File: src/rtl/pcie_cpl_tlp_gen.sv
`timescale 1ns/1ps
`default_nettype none
// ============================================================================
// Module   : pcie_cpl_tlp_gen
// Purpose  : Builds PCIe completion TLPs (header + dword-packed data) from a
//            completion descriptor and AXI read beats, split at max payload.
//            Optional statistics counters are enabled with CPL_STATS_EN.
// Revision : 1.0 - initial release
// ============================================================================
module pcie_cpl_tlp_gen #(
    parameter int TLP_DATA_WIDTH = 256,
    parameter int TLP_STRB_WIDTH = TLP_DATA_WIDTH / 32,
    parameter int TLP_HDR_WIDTH  = 128
) (
    input  logic                      clk,
    input  logic                      rst,
    input  logic [15:0]               completer_id,
    input  logic [2:0]                max_payload_size,
    input  logic                      desc_valid,
    output logic                      desc_ready,
    input  logic [15:0]               desc_requester_id,
    input  logic [7:0]                desc_tag,
    input  logic [2:0]                desc_tc,
    input  logic [2:0]                desc_attr,
    input  logic [6:0]                desc_lower_addr,
    input  logic [10:0]               desc_dw_count,
    input  logic [2:0]                desc_status,
    input  logic [TLP_DATA_WIDTH-1:0] rd_data,
    input  logic                      rd_valid,
    output logic                      rd_ready,
    output logic [TLP_DATA_WIDTH-1:0] tx_cpl_tlp_data,
    output logic [TLP_STRB_WIDTH-1:0] tx_cpl_tlp_strb,
    output logic [TLP_HDR_WIDTH-1:0]  tx_cpl_tlp_hdr,
    output logic                      tx_cpl_tlp_valid,
    output logic                      tx_cpl_tlp_sop,
    output logic                      tx_cpl_tlp_eop,
    input  logic                      tx_cpl_tlp_ready
`ifdef CPL_STATS_EN
    ,
    output logic [31:0]               stat_cpl_count,
    output logic [15:0]               stat_ur_count,
    output logic [15:0]               stat_ca_count
`endif
);

    localparam logic [10:0] c_strb_dw = 11'(TLP_STRB_WIDTH);

    typedef enum logic [1:0] {
        ST_IDLE   = 2'd0,
        ST_NODATA = 2'd1,
        ST_DATA   = 2'd2
    } state_t;

    state_t                      state_q, state_d;
    logic [15:0]                 req_id_q, req_id_d;
    logic [7:0]                  tag_q, tag_d;
    logic [2:0]                  tc_q, tc_d;
    logic [2:0]                  attr_q, attr_d;
    logic [2:0]                  status_q, status_d;
    logic [6:0]                  lower_addr_q, lower_addr_d;
    logic [10:0]                 rem_dw_q, rem_dw_d;
    logic [10:0]                 mps_dw_q, mps_dw_d;
    logic                        in_tlp_q, in_tlp_d;
    logic [10:0]                 tlp_dw_q, tlp_dw_d;
    logic [10:0]                 tlp_left_q, tlp_left_d;
    logic                        out_valid_q, out_valid_d;
    logic                        out_sop_q, out_sop_d;
    logic                        out_eop_q, out_eop_d;
    logic [TLP_STRB_WIDTH-1:0]   out_strb_q, out_strb_d;
    logic [TLP_DATA_WIDTH-1:0]   out_data_q, out_data_d;
    logic [TLP_HDR_WIDTH-1:0]    out_hdr_q, out_hdr_d;

    logic                        w_out_free;
    logic                        w_desc_fire;
    logic                        w_rd_fire;
    logic                        w_is_data;
    logic [10:0]                 w_new_tlp_dw;
    logic [10:0]                 w_cur_tlp_dw;
    logic [10:0]                 w_cur_left;
    logic                        w_last;
    logic [10:0]                 w_beat_dw;
    logic [10:0]                 w_rem_after;
    logic [10:0]                 w_mps_dw;
    logic [10:0]                 w_len;
    logic [12:0]                 w_bc;
    logic [TLP_STRB_WIDTH-1:0]   w_strb;
    logic [TLP_HDR_WIDTH-1:0]    w_hdr;

    assign w_out_free   = !out_valid_q || tx_cpl_tlp_ready;
    assign desc_ready   = (state_q == ST_IDLE) && !rst;
    assign rd_ready     = (state_q == ST_DATA) && w_out_free;
    assign w_desc_fire  = desc_valid && desc_ready;
    assign w_rd_fire    = rd_valid && rd_ready;
    assign w_is_data    = (state_q == ST_DATA);

    assign w_mps_dw     = (max_payload_size > 3'd5) ? 11'd1024 : (11'd32 << max_payload_size);
    assign w_new_tlp_dw = (rem_dw_q < mps_dw_q) ? rem_dw_q : mps_dw_q;
    assign w_cur_tlp_dw = in_tlp_q ? tlp_dw_q : w_new_tlp_dw;
    assign w_cur_left   = in_tlp_q ? tlp_left_q : w_new_tlp_dw;
    assign w_last       = (w_cur_left <= c_strb_dw);
    assign w_beat_dw    = w_last ? w_cur_left : c_strb_dw;
    assign w_rem_after  = rem_dw_q - w_cur_tlp_dw;

    // rem_dw_q only drops at eop, so it is the byte-count base for every beat
    assign w_len = w_is_data ? w_cur_tlp_dw : 11'd0;
    assign w_bc  = w_is_data ? {rem_dw_q, 2'b00} : 13'd4;
    assign w_hdr = {w_is_data ? 3'b010 : 3'b000, 5'b01010, 1'b0, tc_q, 1'b0, attr_q[2],
                    4'b0000, attr_q[1:0], 2'b00, w_len[9:0],
                    completer_id, status_q, 1'b0, w_bc[11:0],
                    req_id_q, tag_q, 1'b0, lower_addr_q,
                    32'h0000_0000};

    always_comb begin
        w_strb = '0;
        for (int i = 0; i < TLP_STRB_WIDTH; i++) begin
            w_strb[i] = (11'(i) < w_beat_dw);
        end
    end

    always_comb begin
        state_d      = state_q;
        req_id_d     = req_id_q;
        tag_d        = tag_q;
        tc_d         = tc_q;
        attr_d       = attr_q;
        status_d     = status_q;
        lower_addr_d = lower_addr_q;
        rem_dw_d     = rem_dw_q;
        mps_dw_d     = mps_dw_q;
        in_tlp_d     = in_tlp_q;
        tlp_dw_d     = tlp_dw_q;
        tlp_left_d   = tlp_left_q;
        out_valid_d  = out_valid_q;
        out_sop_d    = out_sop_q;
        out_eop_d    = out_eop_q;
        out_strb_d   = out_strb_q;
        out_data_d   = out_data_q;
        out_hdr_d    = out_hdr_q;

        if (out_valid_q && tx_cpl_tlp_ready) begin
            out_valid_d = 1'b0;
        end

        case (state_q)
            ST_IDLE: begin
                if (w_desc_fire) begin
                    req_id_d     = desc_requester_id;
                    tag_d        = desc_tag;
                    tc_d         = desc_tc;
                    attr_d       = desc_attr;
                    status_d     = desc_status;
                    lower_addr_d = desc_lower_addr;
                    rem_dw_d     = (desc_dw_count == 11'd0) ? 11'd1024 : desc_dw_count;
                    mps_dw_d     = w_mps_dw;
                    in_tlp_d     = 1'b0;
                    state_d      = (desc_status != 3'd0) ? ST_NODATA : ST_DATA;
                end
            end
            ST_NODATA: begin
                if (w_out_free) begin
                    out_valid_d = 1'b1;
                    out_sop_d   = 1'b1;
                    out_eop_d   = 1'b1;
                    out_strb_d  = '0;
                    out_data_d  = '0;
                    out_hdr_d   = w_hdr;
                    state_d     = ST_IDLE;
                end
            end
            ST_DATA: begin
                if (w_rd_fire) begin
                    out_valid_d = 1'b1;
                    out_sop_d   = !in_tlp_q;
                    out_eop_d   = w_last;
                    out_strb_d  = w_strb;
                    out_data_d  = rd_data;
                    out_hdr_d   = w_hdr;
                    if (w_last) begin
                        in_tlp_d     = 1'b0;
                        rem_dw_d     = w_rem_after;
                        lower_addr_d = lower_addr_q + {w_cur_tlp_dw[4:0], 2'b00};
                        if (w_rem_after == 11'd0) begin
                            state_d = ST_IDLE;
                        end
                    end else begin
                        in_tlp_d   = 1'b1;
                        tlp_dw_d   = w_cur_tlp_dw;
                        tlp_left_d = w_cur_left - c_strb_dw;
                    end
                end
            end
            default: state_d = ST_IDLE;
        endcase
    end

    always_ff @(posedge clk or posedge rst) begin
        if (rst) begin
            state_q      <= ST_IDLE;
            req_id_q     <= '0;
            tag_q        <= '0;
            tc_q         <= '0;
            attr_q       <= '0;
            status_q     <= '0;
            lower_addr_q <= '0;
            rem_dw_q     <= '0;
            mps_dw_q     <= '0;
            in_tlp_q     <= 1'b0;
            tlp_dw_q     <= '0;
            tlp_left_q   <= '0;
            out_valid_q  <= 1'b0;
            out_sop_q    <= 1'b0;
            out_eop_q    <= 1'b0;
            out_strb_q   <= '0;
            out_data_q   <= '0;
            out_hdr_q    <= '0;
        end else begin
            state_q      <= state_d;
            req_id_q     <= req_id_d;
            tag_q        <= tag_d;
            tc_q         <= tc_d;
            attr_q       <= attr_d;
            status_q     <= status_d;
            lower_addr_q <= lower_addr_d;
            rem_dw_q     <= rem_dw_d;
            mps_dw_q     <= mps_dw_d;
            in_tlp_q     <= in_tlp_d;
            tlp_dw_q     <= tlp_dw_d;
            tlp_left_q   <= tlp_left_d;
            out_valid_q  <= out_valid_d;
            out_sop_q    <= out_sop_d;
            out_eop_q    <= out_eop_d;
            out_strb_q   <= out_strb_d;
            out_data_q   <= out_data_d;
            out_hdr_q    <= out_hdr_d;
        end
    end

    assign tx_cpl_tlp_valid = out_valid_q;
    assign tx_cpl_tlp_sop   = out_sop_q;
    assign tx_cpl_tlp_eop   = out_eop_q;
    assign tx_cpl_tlp_strb  = out_strb_q;
    assign tx_cpl_tlp_data  = out_data_q;
    assign tx_cpl_tlp_hdr   = out_hdr_q;

`ifdef CPL_STATS_EN
    logic [31:0] stat_cpl_q;
    logic [15:0] stat_ur_q;
    logic [15:0] stat_ca_q;
    logic        w_tx_fire;
    logic        w_nodata_beat;

    assign w_tx_fire     = out_valid_q && tx_cpl_tlp_ready;
    assign w_nodata_beat = (out_hdr_q[127:125] == 3'b000);

    always_ff @(posedge clk or posedge rst) begin
        if (rst) begin
            stat_cpl_q <= '0;
            stat_ur_q  <= '0;
            stat_ca_q  <= '0;
        end else if (w_tx_fire) begin
            if (out_eop_q && (stat_cpl_q != '1)) begin
                stat_cpl_q <= stat_cpl_q + 32'd1;
            end
            if (w_nodata_beat && (out_hdr_q[79:77] == 3'd1) && (stat_ur_q != '1)) begin
                stat_ur_q <= stat_ur_q + 16'd1;
            end
            if (w_nodata_beat && (out_hdr_q[79:77] == 3'd4) && (stat_ca_q != '1)) begin
                stat_ca_q <= stat_ca_q + 16'd1;
            end
        end
    end

    assign stat_cpl_count = stat_cpl_q;
    assign stat_ur_count  = stat_ur_q;
    assign stat_ca_count  = stat_ca_q;
`endif

endmodule
`default_nettype wire

File: config.mk
export PLATFORM = sky130hd
export DESIGN_NAME = pcie_cpl_tlp_gen
export DESIGN_NICKNAME = d
export VERILOG_FILES = /design/src/rtl/pcie_cpl_tlp_gen.sv
export SDC_FILE = /design/constraint.sdc
export NUM_CORES = 1
export LEC_CHECK = 0
export BUFFER_PORTS_ARGS = -buffer_cell sky130_fd_sc_hd__buf_2
export CAP_MARGIN = 20
export CORE_AREA = 4 4 277 279
export CTS_CLUSTER_DIAMETER = 80
export DETAILED_ROUTE_END_ITERATION = 8
export DIE_AREA = 0 0 281 283
export GPL_ROUTABILITY_DRIVEN = 1
export PLACE_DENSITY = 0.54
export SYNTH_ARGS = -nofsm -noshare
export SYNTH_HDL_FRONTEND = slang
export SYNTH_SLANG_ARGS = --single-unit
File: constraint.sdc
create_clock -name clk -period 19.3 [get_ports clk]
set_input_delay 2.895 -clock clk [delete_from_list [all_inputs] [get_ports clk]]
set_output_delay 2.895 -clock clk [all_outputs]
set_load 0.02 [all_outputs]
==> results.toml, run 1 <==
[outcome]
status = "finished, final reports clean"

[drt]
ant_nets = 0
vias = 14300
route.detailed.drc = 0
first_pass_iters = 7
drt_wl_total_mm = 60.1
viasPerCell = 4.57
avgRoutedWirePerCell_um = 19.2
drtIter0Drc = 785

[clock_tree]
cts_sinks = 427
post-cts-setup-buffers = 0
clock_path_buffers = 3
cts-resized-gates = 0
htree_levels = 2
root_buffer = "clkbuf_16"
path_clk_slew_ps = 60
cts_buffers = 50
clkLatencyLatePin_ps = 570
postCtsHoldBufs = 0
cts_tree = "done"

[worst_hold_path]
holdPathStages = 2
min-delay-start = "tag_q[6]"
hp-class = "reg -> reg"
min_to = "tx_cpl_tlp_hdr[46]"

[yosys]
synthCells = 1466
avgSynthCellArea_sq_um = 11.9
ys_ff_latch = 427
yosysSeqAreaShare_pct = 61.2
synth_area_sq_um = 17500
yosysTopAreaCell = "dfrtp_1"
synth_edf_count = 0
async_flop_share_pct = 100
synth_top_area_share_pct = 61.2
synth_cell_type_count = 71
synth-main-ff-cell = "dfrtp_1"
synth_area_leaders = "dfrtp_1 (61%), a22o_1 (14%), nand2_1 (5.3%), mux2_2 (2.5%), buf_4 (2.1%)"
ys_warn_count = 0

[place]
gp_congestion = 0.831
dp_hpwl_mm = 43.8
io_buffers = 678

[global_route]
overflow = 0
grt_max_degree = 177
met1_usage_pct = 18.2
grtUsageTotal_pct = 14.3
grt_pass1_wl_mm = 89.8
busiest_layer = "met2"
antenna_found_initial = 5
use_met3_pct = 4.12
met2_usage_pct = 23.6
grt_pass1_vias = 14500

[final_layout]
mostFrequentLayoutCells = "buf_2 (678), dfrtp_1 (427), a22o_1 (270)"
area.growth.synth_to_final_pct = 34.1
drive_gt1_share_pct = 38.6
multi_input_area_sq_um = 6140
nNetsFinal = 2475
fin_util_pct = 31.6
layout_commonest_cell = "buf_2"
fill_cells = 7602
ff_latch_area_sq_um = 10700

[sta]
min_period_ps = 6390
rsz0062_at_grt = "no"
setup_viol = 0
slew_violations = 0
setup-tns-final_ps = 0
hold_violations = 0
fmax_mhz = 156
tightest_slew_ps = 1150
slew_headroom_pct = 23.6
finalClockSkew_ps = 16.4
period_share_pct = 33.1

[run]
drv_cap = 0

[pwr]
clkPwrFrac_pct = 25.9
vdd_drop_max_mv = 0.180
power.leakage_nw = 12.6
p_sw_mw = 1.55
p_comb_share_pct = 41.8
power_frac_seq_pct = 32.3
p_total_mw = 3.74
switching_share_pct = 41.5
power.density_nw_per_um2 = 160
intPower_mw = 2.19

[floorplanning]
core_sq_um = 74200
fp.dieArea_sq_um = 79500
start_util_pct = 23.5
row_count = 100
die_h_um = 283
die_x_um = 281
num_io_pins = 728

[setup_path]
max_stage_delay_ps = 180
critPathKind = "in -> out"
cp-end-kind = "output pin"
r2r_end = "state_q[0]"
path_max_fanout = 4
reg2reg_slack_ps = 14300
critPathLaunchType = "primary input"
critPathRequiredTime_ps = 16410
r2r-start = "rem_dw_q[8]"
path_buf_inv = 2
path_cells = "buf_2 -> nand2b_1 -> and2_1 -> buf_2"
cpLargestDelayFamily = "simple AND/OR/NAND/NOR gates"
crit_top_cell = "buf_2"
reg2reg_depth = 15
cp.arrival_ps = 3500
worst_path_max_delay_cell = "nand2b_1"
## tightest hold or removal path: stages (launching register included)
cell and delay [ps]:
dfrtp_1 340, nand2_1 50, nand2_1 40
## routing by layer
layer  vias to the layer above  wire, um
met2                       570     28400
met4                         2      1600
li1                       6507         -
met1                      7134     25400
met5                         -        13
met3                        90      4700
## layout make-up
type	count	area share [%]
Antenna cell	4	0.0427
Clock buffer	74	6.29
Clock inverter	16	0.972
Inverter	26	0.449
Multi-Input combinational cell	918	26.2
Sequential cell	427	45.6
Tap cell	969	5.18
Timing Repair Buffer	694	15.2
## power by group through the flow
stage / clock network (mW) / registers (mW) / logic [mW]
2_1_floorplan: 0 / 1.31 / 1.00
3_3_place_gp: 0 / 1.22 / 1.53
3_5_place_dp: 0 / 1.22 / 1.57
4_1_cts: 1.00 / 1.21 / 1.57
5_1_grt: 1.04 / 1.23 / 1.73
6_report: 0.968 / 1.21 / 1.56
## kinds of logic (layout without fill, tap and decap cells)
kind of cell | Yosys count | after routing | share of synthesized area (%)
AOI/OAI and AO/OA | 431 | 431 | 19.7
xor gates and xnor gates | 12 | 12 | 0.602
adders and majority gates | 27 | 27 | 2.02
buffers and inverters | 169 | 810 | 4.74
DFF | 427 | 427 | 61.2
muxes | 53 | 53 | 3.31
other | 1 | 53 | 0.0215
and+or+nand+nor | 346 | 346 | 8.43
## registers in the layout (all words and copies together), names as in the netlist
signal and flops:
tx_cpl_tlp_data 256, tx_cpl_tlp_hdr 78, req_id_q 16, rem_dw_q 11, tlp_dw_q 11, tlp_left_q 11
tag_q 8, tx_cpl_tlp_strb 8, lower_addr_q 7, mps_dw_q 6, attr_q 3, status_q 3
tc_q 3, state_q 2, in_tlp_q 1, tx_cpl_tlp_eop 1, tx_cpl_tlp_sop 1, tx_cpl_tlp_valid 1
## how the worst max path moves through the flow
stage	start	to	slack [ps]	depth (start not counted)
after floorplan	rst	attr_q[0]	4500	1
after global placement	tx_cpl_tlp_ready	rd_ready	12900	4
after detailed placement	tx_cpl_tlp_ready	rd_ready	12910	4
after CTS	tx_cpl_tlp_ready	rd_ready	12900	4
after global routing	tx_cpl_tlp_ready	rd_ready	12870	4
final	tx_cpl_tlp_ready	rd_ready	12910	4
## Yosys cell counts, drive strengths merged (5+ instances only)
| cell type | number |
|---|---|
| nand2 | 247 |
| nor2 | 41 |
| buf | 59 |
| inv | 25 |
| ha | 25 |
| nand3 | 10 |
| mux2 | 38 |
| a21o | 10 |
| a31oi | 5 |
| nand2b | 6 |
| a22o | 270 |
| mux2i | 15 |
| a21oi | 40 |
| xnor2 | 8 |
| o31ai | 7 |
| a22oi | 9 |
| dfrtp | 427 |
| nor3 | 9 |
| clkbuf | 84 |
| nor4 | 5 |
| o21ai | 55 |
## stage by stage
step / hold WS, ps / std cells / cell area [sq um] / setup slack, ps
after floorplan: 433 / 1514 / 17600 / 4500
after global placement: 442 / 3032 / 21700 / 12900
after detailed placement: 457 / 3032 / 21700 / 12910
after CTS: 464 / 3122 / 23400 / 12900
after global routing: 469 / 3127 / 23400 / 12870
final: 466 / 3128 / 23400 / 12910
No activity file was read; power rests on OpenSTA's default activity.
==> run 2: changes to the inputs <==
--- a/config.mk
+++ b/config.mk
@@ -7,12 +7,12 @@
 export LEC_CHECK = 0
 export BUFFER_PORTS_ARGS = -buffer_cell sky130_fd_sc_hd__buf_2
 export CAP_MARGIN = 20
-export CORE_AREA = 4 4 277 279
+export CORE_AREA = 4 4 281 283
 export CTS_CLUSTER_DIAMETER = 80
 export DETAILED_ROUTE_END_ITERATION = 8
-export DIE_AREA = 0 0 281 283
+export DIE_AREA = 0 0 285 287
 export GPL_ROUTABILITY_DRIVEN = 1
-export PLACE_DENSITY = 0.54
+export PLACE_DENSITY = 0.55
 export SYNTH_ARGS = -nofsm -noshare
 export SYNTH_HDL_FRONTEND = slang
 export SYNTH_SLANG_ARGS = --single-unit
==> constraint.sdc (replaced) <==
create_clock -name clk -period 5.55 [get_ports clk]
set_input_delay 0.8325 -clock clk [delete_from_list [all_inputs] [get_ports clk]]
set_output_delay 0.8325 -clock clk [all_outputs]
set_load 0.02 [all_outputs]
==> run 2 against run 1 <==
Net effect:
- clock power grew to 3.5 times the previous value
- non-clock buffer count rose by 11
- global-route usage is 0.36 points lower
- hold slack worse by 29 ps
- first-iteration DRC count fell by 14%
- setup slack lost 12000 ps
- register-to-register slack worse by 14000 ps
==> results.toml, run 2 (synthesized netlist as in run 1, its figures left out) <==
[clock_tree]
postCtsHoldBufs = 0
cts_sinks = 427
cts-resized-gates = 0
cts_tree = "done"
path_clk_slew_ps = 60
post-cts-setup-buffers = 0
root_buffer = "clkbuf_16"
clock_path_buffers = 3
clkLatencyLatePin_ps = 570
htree_levels = 2
cts_buffers = 49

[final_layout]
area.growth.synth_to_final_pct = 35.2
largest_reg_flops = 256
multi_input_area_sq_um = 6140
fill_cells = 7910
drive_gt1_share_pct = 39.1
ff_latch_area_sq_um = 10700
nNetsFinal = 2485
mostFrequentLayoutCells = "buf_2 (678), dfrtp_1 (427), a22o_1 (270)"
layout_commonest_cell = "buf_2"

[setup_path]
critPathLaunchType = "flip-flop"
reg2reg_slack_ps = 730
cp.arrival_ps = 5310
path_max_fanout = 10
worst_path_max_delay_cell = "or4b_4"
path_buf_inv = 0
critPathRequiredTime_ps = 6040
crit_start = "rem_dw_q[5]"
cp-endpoint = "state_q[1]"
cp.depth = 13
max_stage_delay_ps = 560
cp-end-kind = "flip-flop"
critPathKind = "reg -> reg"
r2r_end = "state_q[1]"
cpLargestDelayFamily = "compound AO/OA/AOI/OAI gates"
path_cells = "ha_1 -> o21ai_1 -> a21oi_4 -> nor3_2 -> a22oi_1 -> ha_1 -> o2111ai_1 -> a31oi_1 -> xor2_1 -> a2111oi_0 -> or4b_4 -> a21oi_4 -> mux2i_1"
r2r-start = "rem_dw_q[5]"
reg2reg_depth = 13

[worst_hold_path]
hp-class = "in -> async"

[floorplanning]
fp.dieArea_sq_um = 81800
start_util_pct = 22.8
num_io_pins = 728
die_h_um = 287
die_x_um = 285
row_count = 102
core_sq_um = 76700

[global_route]
overflow = 0
grt_pass1_wl_mm = 90.9
antenna_found_initial = 5
grt_pass1_vias = 14700
grt_max_degree = 154
grtUsageTotal_pct = 13.9

[place]
place_ws_ps = 856
gp_congestion = 0.863
io_buffers = 678
dp_hpwl_mm = 45.1

[drt]
viasPerCell = 4.46
vias = 14300
drtIter0Drc = 677
avgRoutedWirePerCell_um = 19.0
drt_wl_total_mm = 61.1
route.detailed.drc = 0
ant_nets = 0
first_pass_iters = 5

[sta]
setup-tns-final_ps = 0
fmax_mhz = 208
period_share_pct = 86.8
setup_viol = 0
min_period_ps = 4820
slew_violations = 0
fin_ws_ps = 732
slew_headroom_pct = 34.6
tightest_slew_ps = 979
hold_violations = 0
rsz0062_at_grt = "no"
finalClockSkew_ps = 10.4

[pwr]
vdd_drop_max_mv = 0.308
power.leakage_nw = 12.6
power.density_nw_per_um2 = 556

[outcome]
status = "finished, final reports clean"

[run]
drv_cap = 0
[run 2: changes by cell type in the layout (fill, tap and decap cells not counted), sizes merged]
cell | before | now
clkinvlp | 2 | 1
inv | 29 | 25
clkinv | 6 | 13
clkbuf | 74 | 73
bufinv | 5 | 4
buf | 694 | 705
[run 2: worst min path at each step]
stage / startpoint / to / slack [ps]
after CTS: completer_id[7] / tx_cpl_tlp_hdr[87] / 390
after floorplan: attr_q[0] / tx_cpl_tlp_hdr[108] / 430
after global placement: attr_q[1] / tx_cpl_tlp_hdr[109] / 440
after detailed placement: tag_q[0] / tx_cpl_tlp_hdr[40] / 450
after global routing: completer_id[10] / tx_cpl_tlp_hdr[90] / 410
final: rst / tag_q[2] / 440
[run 2: area by class of cell]
cell class                      instances  area share, %
Tap cell                             1040           5.51
Multi-Input combinational cell        918           26.0
Timing Repair Buffer                  705           15.6
Clock inverter                         17          0.816
Sequential cell                       427           45.3
Inverter                               26          0.429
Clock buffer                           73           6.35
Antenna cell                            4         0.0424
[run 2: stage by stage]
step	utilization (%)	total power [mW]	cell area, sq um	instances	hold slack, ps
final	30.8	13.1	23600	3210	437
after global routing	30.8	14.0	23600	3209	413
after CTS	30.8	13.2	23600	3206	395
after detailed placement	28.6	9.79	21900	3116	445
after global placement	28.6	9.66	21900	3116	440
after floorplan	-	8.06	17700	1514	433
[run 2: report_power, final]
group          switching, mW  leakage [nW]  internal (mW)
clock network           1.31         0.847           2.05
logic                   3.65          6.07           1.91
registers              0.449          5.71           3.76
total                   5.41          12.6           7.71
[run 2: per-layer routing]
layer	vias up	global-route usage, %	wire length (um)
met5	-	0	9
met4	2	3.86	1480
met3	100	3.58	4430
met2	570	23.0	29600
met1	7132	18.1	25500
li1	6517	-	-
==> run 3: changes to the inputs <==
--- a/config.mk
+++ b/config.mk
@@ -8,6 +8,7 @@
 export BUFFER_PORTS_ARGS = -buffer_cell sky130_fd_sc_hd__buf_2
 export CAP_MARGIN = 20
 export CORE_AREA = 4 4 281 283
+export CTS_BUF_LIST = sky130_fd_sc_hd__clkbuf_16
 export CTS_CLUSTER_DIAMETER = 80
 export DETAILED_ROUTE_END_ITERATION = 8
 export DIE_AREA = 0 0 285 287
==> run 3 against run 2 <==
Net effect:
- hold slack better by 7.1 ps
- global-route usage barely moved
- setup slack worse by 3.4 ps
- sequential power about the same
- wire length down 0.13%
==> results.toml, run 3 (synthesized netlist as in run 1, its figures left out) <==
[setup_path]
critPathKind = "reg -> reg"
critPathLaunchType = "flip-flop"
worst_path_max_delay_cell = "or4b_4"
critPathRequiredTime_ps = 6040
path_cells = "ha_1 -> o21ai_1 -> a21oi_4 -> nor3_2 -> a22oi_1 -> ha_1 -> o2111ai_1 -> a31oi_1 -> xor2_1 -> a2111oi_0 -> or4b_4 -> a21oi_4 -> mux2i_1"
reg2reg_depth = 13
r2r-start = "rem_dw_q[5]"
cp.arrival_ps = 5310
reg2reg_slack_ps = 730
path_max_fanout = 10
cp-end-kind = "flip-flop"
path_buf_inv = 0
r2r_end = "state_q[1]"
max_stage_delay_ps = 560
cpLargestDelayFamily = "compound AO/OA/AOI/OAI gates"

[global_route]
met2_usage_pct = 23.0
overflow = 0
grtUsageTotal_pct = 13.9
grt_pass1_wl_mm = 90.9
use_met3_pct = 3.55
met1_usage_pct = 18.2
grt_pass1_vias = 14700
antenna_found_initial = 5
busiest_layer = "met2"
grt_max_degree = 154

[clock_tree]
post-cts-setup-buffers = 0
root_buffer = "clkbuf_16"
path_clk_slew_ps = 60
cts-resized-gates = 0
clock_path_buffers = 3
clkLatencyLatePin_ps = 570
postCtsHoldBufs = 0
cts_tree = "done"
htree_levels = 2
cts_buffers = 49
cts_sinks = 427

[floorplanning]
row_count = 102
fp.dieArea_sq_um = 81800
core_sq_um = 76700
die_h_um = 287
num_io_pins = 728
start_util_pct = 22.8
die_x_um = 285

[place]
io_buffers = 678
gp_congestion = 0.863
dp_hpwl_mm = 45.1

[pwr]
power.density_nw_per_um2 = 550
power.leakage_nw = 12.6
vdd_drop_max_mv = 0.303

[run]
drv_cap = 0

[final_layout]
fin_util_pct = 30.6
nNetsFinal = 2485
area.growth.synth_to_final_pct = 34.4
largest_reg_flops = 256
mostFrequentLayoutCells = "buf_2 (678), dfrtp_1 (427), a22o_1 (270)"
drive_gt1_share_pct = 38.4
layout_commonest_cell = "buf_2"

[drt]
drt_wl_total_mm = 61.0
viasPerCell = 4.45
ant_nets = 0
avgRoutedWirePerCell_um = 19.0
first_pass_iters = 5
vias = 14300
drtIter0Drc = 663
route.detailed.drc = 0

[sta]
finalClockSkew_ps = 12.1
tightest_slew_ps = 973
min_period_ps = 4820
slew_headroom_pct = 35.0
hold_violations = 0
period_share_pct = 86.9
setup-tns-final_ps = 0
slew_violations = 0
rsz0062_at_grt = "no"
setup_viol = 0
fmax_mhz = 207

[worst_hold_path]
hp-class = "in -> async"

[outcome]
status = "finished, final reports clean"
## run 3: worst register-to-register path, cell delays in order, from the launching register on
cell and delay [ps]:
dfrtp_1 480, ha_1 340, o21ai_1 270, a21oi_4 170, nor3_2 550, a22oi_1 300
ha_1 490, o2111ai_1 230, a31oi_1 370, xor2_1 150, a2111oi_0 430, or4b_4 560
a21oi_4 200, mux2i_1 220
## run 3: cell type report
| cell class | count | area [sq um] |
|---|---|---|
| Fill cell | 7925 | 53200 |
| Sequential cell | 427 | 10700 |
| Multi-Input combinational cell | 918 | 6140 |
| Timing Repair Buffer | 705 | 3670 |
| Tap cell | 1040 | 1300 |
| Clock buffer | 51 | 1280 |
| Clock inverter | 39 | 275 |
| Inverter | 26 | 101 |
| Antenna cell | 4 | 10.0 |
## run 3: metal layers
metal / share of wire, % / wire (um)
met1: 42 / 25600
met2: 48 / 29500
met3: 7.1 / 4350
met4: 2.6 / 1560
met5: 0.015 / 9
## run 3: how the worst max path moves through the flow
| stage | to | cells past startpoint | slack (ps) | startpoint |
|---|---|---|---|---|
| finish | state_q[1] | 13 | 730 | rem_dw_q[5] |
| global route | state_q[0] | 14 | 420 | rem_dw_q[5] |
| CTS | state_q[0] | 13 | 810 | rem_dw_q[5] |
| detailed placement | state_q[0] | 17 | 860 | rem_dw_q[8] |
| global placement | state_q[1] | 14 | 950 | rem_dw_q[5] |
| floorplan | lower_addr_q[6] | 5 | -3510 | rst |
## run 3: power by group
group	switching (mW)	internal, mW	leakage [nW]	total (mW)
Sequential	0.452	3.76	5.71	4.21
Clock	1.31	1.84	0.801	3.15
Combinational	3.65	1.91	6.07	5.56
Total	5.41	7.50	12.6	12.9
## run 3: stage by stage
stage	cells	hold slack [ps]	instance area (sq um)	setup WS, ps	total power, mW
2_1_floorplan	1514	433	17700	-3510	8.06
3_3_place_gp	3116	440	21900	950	9.66
3_5_place_dp	3116	445	21900	856	9.79
4_1_cts	3206	395	23500	808	13.0
5_1_grt	3209	413	23500	420	13.8
6_report	3210	445	23500	729	12.9
